===== src/rtl/jpeg_stream_arbiter.sv =====
// jpeg_stream_arbiter: two-source round-robin arbiter framing length-prefixed images into a JPEG preprocessor, with watchdog abort flush
module jpeg_stream_arbiter #(
  parameter int WIDTH    = 32,
  parameter int WATCHDOG = 1024
) (
  input  logic             clock,
  input  logic             reset,
  input  logic [WIDTH-1:0] s0_data,
  input  logic             s0_valid,
  output logic             s0_stall,
  input  logic [WIDTH-1:0] s1_data,
  input  logic             s1_valid,
  output logic             s1_stall,
  output logic [WIDTH-1:0] m_data,
  output logic             m_valid,
  input  logic             m_stall,
  output logic             cur_src,
  output logic             busy,
  output logic             abort_pulse
);
  typedef enum logic [2:0] {IDLE, HDR, PAYLOAD, FLUSH, ZERO} state_t;
  localparam logic [15:0] WD_LIMIT = 16'(WATCHDOG);
  state_t state_q, state_d;
  logic cur_src_q, cur_src_d, last_grant_q, last_grant_d;
  logic [31:0] rem_q, rem_d;
  logic [15:0] wd_q, wd_d;
  logic pass, sel_valid, xfer;
  logic [WIDTH-1:0] sel_data;
  logic [32:0] hdr_sum;
  assign pass      = state_q == HDR || state_q == PAYLOAD;
  assign sel_valid = cur_src_q ? s1_valid : s0_valid;
  assign sel_data  = cur_src_q ? s1_data : s0_data;
  assign xfer      = pass && sel_valid && !m_stall;
  // 33-bit sum so a header of all ones rounds up without wrapping
  assign hdr_sum   = {1'b0, sel_data} + 33'd3;
  // state register with asynchronous active-low reset
  always_ff @(posedge clock or negedge reset) begin
    if (!reset) begin
      state_q      <= IDLE;
      cur_src_q    <= 1'b0;
      last_grant_q <= 1'b1;
      rem_q        <= '0;
      wd_q         <= '0;
    end else begin
      state_q      <= state_d;
      cur_src_q    <= cur_src_d;
      last_grant_q <= last_grant_d;
      rem_q        <= rem_d;
      wd_q         <= wd_d;
    end
  end
  // next-state: grant, framing counter and watchdog
  always_comb begin
    state_d      = state_q;
    cur_src_d    = cur_src_q;
    last_grant_d = last_grant_q;
    rem_d        = rem_q;
    wd_d         = wd_q;
    case (state_q)
      IDLE: if (s0_valid || s1_valid) begin
        state_d   = HDR;
        cur_src_d = (s0_valid && s1_valid) ? !last_grant_q : s1_valid;
        wd_d      = '0;
      end
      HDR, PAYLOAD: if (xfer) begin
        wd_d = '0;
        if (state_q == HDR) begin
          state_d      = sel_data == '0 ? IDLE : PAYLOAD;
          last_grant_d = sel_data == '0 ? cur_src_q : last_grant_q;
          rem_d        = sel_data == '0 ? rem_q : 32'(hdr_sum >> 2);
        end else begin
          rem_d        = rem_q - 32'd1;
          state_d      = rem_q == 32'd1 ? IDLE : PAYLOAD;
          last_grant_d = rem_q == 32'd1 ? cur_src_q : last_grant_q;
        end
      end else if (!sel_valid) begin
        wd_d = wd_q + 16'd1;
        if (wd_d == WD_LIMIT) begin
          wd_d    = '0;
          state_d = state_q == HDR ? IDLE : FLUSH;
        end
      end
      FLUSH: if (!m_stall) begin
        rem_d   = rem_q - 32'd1;
        state_d = rem_q == 32'd1 ? ZERO : FLUSH;
      end
      ZERO: if (!m_stall) begin
        state_d      = IDLE;
        last_grant_d = cur_src_q;
      end
      default: state_d = IDLE;
    endcase
  end
  // outputs: pass-through in HDR/PAYLOAD, zero fill in FLUSH/ZERO
  always_comb begin
    m_valid     = pass ? sel_valid : (state_q == FLUSH || state_q == ZERO);
    m_data      = pass ? sel_data : '0;
    s0_stall    = (pass && !cur_src_q) ? m_stall : 1'b1;
    s1_stall    = (pass && cur_src_q) ? m_stall : 1'b1;
    cur_src     = cur_src_q;
    busy        = state_q != IDLE;
    abort_pulse = state_q == ZERO && !m_stall;
  end
endmodule


===== config.mk =====
export PLATFORM = sky130hd
export DESIGN_NAME = jpeg_stream_arbiter
export DESIGN_NICKNAME = d
export VERILOG_FILES = /design/src/rtl/jpeg_stream_arbiter.sv
export SDC_FILE = /design/constraint.sdc
export NUM_CORES = 1
export LEC_CHECK = 0
export ABC_AREA = 1
export CAP_MARGIN = 20
export CORE_MARGIN = 8
export CORE_UTILIZATION = 49
export DETAILED_ROUTE_END_ITERATION = 7
export GPL_ROUTABILITY_DRIVEN = 0
export PLACE_DENSITY_LB_ADDON = 0.1
export RECOVER_POWER = 50
export SLEW_MARGIN = 20
export SYNTH_ARGS = -nofsm -noshare
export SYNTH_HDL_FRONTEND = slang
export SYNTH_SLANG_ARGS = --single-unit
export TNS_END_PERCENT = 20

===== constraint.sdc =====
create_clock -name clock -period 2 [get_ports clock]
set_input_delay 0.5 -clock clock [delete_from_list [all_inputs] [get_ports clock]]
set_output_delay 0.5 -clock clock [all_outputs]
set_load 0.01 [all_outputs]

==> results.ini <==
[global_routing]
grt-ovfl-total=0
antenna_found_initial=0
grt_max_degree=54
grt_pass1_vias=6963
grt_pass1_wl_mm=34.4
grt_usage=0.266

[route]
route.antenna.remaining_nets=0
vias_per_cell=5.41
drc=0
wirelength_mm=22.9
firstDrtPassIters=5
wl_per_cell_um=16.1
route.vias.total=7701
first_iter_violations=908

[finish]
nFillCells=868
nets=1352
fin_area_um2=8810
final_cell_mix=nand2_1, buf_4, nor2_1
multiInputGateArea_um2=4260
drive_gt1_frac=0.308
antenna_cells_inserted=0
seqCellArea_um2=1330
syn_to_final_growth_pct=53.4
layout_commonest_cell=nand2_1

[yosys]
syn_nets=1098
ys_ff_latch=53
ys_top_cells_by_area=nand2_1, dfrtp_1, nor2_1, nand3_1, inv_1
synth.avg_cell_area_um2=5.60
synthArstFlopShare=1.00
syn_inst=1026
synth_top_area_cell=nand2_1
synth_edf_count=0
synthDistinctLibCells=39
netlist_area_um2=5740
synth_ff_type=dfrtp_1
yosys_warnings=0
synth.top_cell.area_share=0.253
synth_seq_area_share=0.231

[pwr]
swShare=0.514
irDropWorstVdd_v=0.00123
p_comb_frac=0.776
power.share.sequential=0.143
clock_power_share=0.081
switching_power_uw=6630
power_density_nw_per_um2=1460
internal-power_uw=6270
power_leakage_uw=0.00432

[setup_path]
cp_slowest_stage_delay_ns=0.51
crit_slowest_cell=dfrtp_2
cp-start-kind=register
cp_max_fo=9
rr_startpoint=cur_src
worstPathRequired_ns=2.20
worstReg2RegEnd=rem_q[4]
cp-startpoint=cur_src
cp.arrival_ns=2.41
crit_top_cell=nand2_2
r2r_slack_ns=-0.21
end_kind=register
ff2ff_path_depth=15
critical_path_class=reg -> reg
path_cells=buf_6, clkbuf_16, nand2_2, nand2_4, inv_4, nand2_2, nor2_2, nand2_2, nor2_4, nand3_4, nand2_8, buf_12, inv_6, nand2_1, o21ai_2
worstSetupEndpoint=rem_q[4]

[clock_network]
cts.path.max_buffers=2
cts_hold_buf=0
insertion_delay_ns=0.31
cts_tree=done
clkTransAtPathRegs_ns=0.08
cts_buffers=5
cts_root_buf=clkbuf_16
cts-htree-levels=2
cts_sinks=53

[sta]
hold_ws_ns=0.485
relSlewSlack=0.0545
setup_violations=54
tightest_slew_ns=1.42
slew_viol_final=0
grt_setup_unrepaired=true
finalCritPeriodShare=1.11
fmax_mhz=452
fin_skew_ns=0.0110
hold_viol=0
fin_ws_ns=-0.212
fin_crit_ns=2.21

[die]
die_w_um=124
dieArea_um2=15400
io_pins=107
die_y_um=124
fp-row-count=39
core_um2=11400
initial_utilization=0.503

[place]
placed_area_um2=7900
hpwl_mm=16.4
portBuffers=106

[flow_run]
max_cap_violations=0

[hold_path]
hold_class=reg -> reg

[outcome]
status=complete, but fails checks
violations=setup timing

synthesized netlist by cell type, drive strengths merged, types with 8 or more instances:
library cell and instances:
nor3 8, dfrtp 52, nand2 396, buf 24, nand4 19, o21ai 71
a21oi 19, inv 124, o22ai 8, nor2 181, xor2 9, nand3 89
per-stage QoR:
step	TNS, ns	cells	total power [uW]	setup WS, ns	util
2_1_floorplan	0	1026	6660	0.0879	-
3_3_place_gp	-28.27	1392	10100	-0.484	0.692
3_5_place_dp	-29.03	1392	10200	-0.484	0.692
4_1_cts	-4.51	1409	11700	-0.137	0.727
5_1_grt	-12.06	1424	13700	-0.276	0.771
6_report	-7.30	1424	12900	-0.212	0.771
registers in the layout, summed over array words and instances (netlist names):
name and flops:
rem_q 32, wd_q 16, state_q 3, cur_src 1, last_grant_q 1
power groups by stage:
| stage | registers (uW) | clock network [uW] | logic, uW |
|---|---|---|---|
| floorplan | 1760 | 0 | 4910 |
| global placement | 1810 | 0 | 8270 |
| detailed placement | 1820 | 0 | 8370 |
| CTS | 1820 | 1050 | 8850 |
| global route | 1890 | 1090 | 10800 |
| finish | 1840 | 1050 | 10000 |
kinds of logic after synthesis:
logic type / after synthesis / share of synthesized area
AND/OR/NAND/NOR: 701 / 0.515
buffers and inverters: 152 / 0.120
AO/OA/AOI/OAI: 104 / 0.107
flip-flops: 53 / 0.231
XOR/XNOR: 13 / 0.0198
adder cells (fa/ha/maj): 3 / 0.00654
worst max-delay path: cells and delay by family (launching register included):
| kind | cells | cell delay [ns] |
|---|---|---|
| flops | 1 | 0.51 |
| compound gates | 1 | 0.05 |
| simple gates | 9 | 0.94 |
| buf+inv | 5 | 0.57 |
worst min path at each step:
stage | slack [ns] | cells after the start | endpoint | startpoint
6_report | 0.49 | 2 | last_grant_q | last_grant_q
5_1_grt | 0.51 | 2 | last_grant_q | last_grant_q
4_1_cts | 0.19 | 2 | cur_src | reset
3_5_place_dp | 0.50 | 2 | last_grant_q | last_grant_q
3_3_place_gp | 0.48 | 2 | last_grant_q | last_grant_q
2_1_floorplan | 0.20 | 0 | cur_src | reset
routing by layer:
layer,GRT usage,share of wire
met4,0.0879,0.028
met2,0.430,0.47
met5,0,0
met3,0.0570,0.086
met1,0.343,0.42
timing repair:
action / in CTS / in global routing
pin swaps: 20 / 41
buffers inserted: 6 / 11
resized for setup: 217 / 114
endpoints found under the setup margin: 71 / 84
gates cloned: 3 / 4
final cells by class:
type,count,area share
Clock inverter,3,0.00497
Clock buffer,5,0.0142
Timing Repair Buffer,272,0.267
Multi-Input combinational cell,821,0.484
Inverter,124,0.0557
Timing Repair inverter,3,0.00327
Tap cell,143,0.0203
Sequential cell,53,0.151
Note: power is estimated with default switching activity, not from simulation.
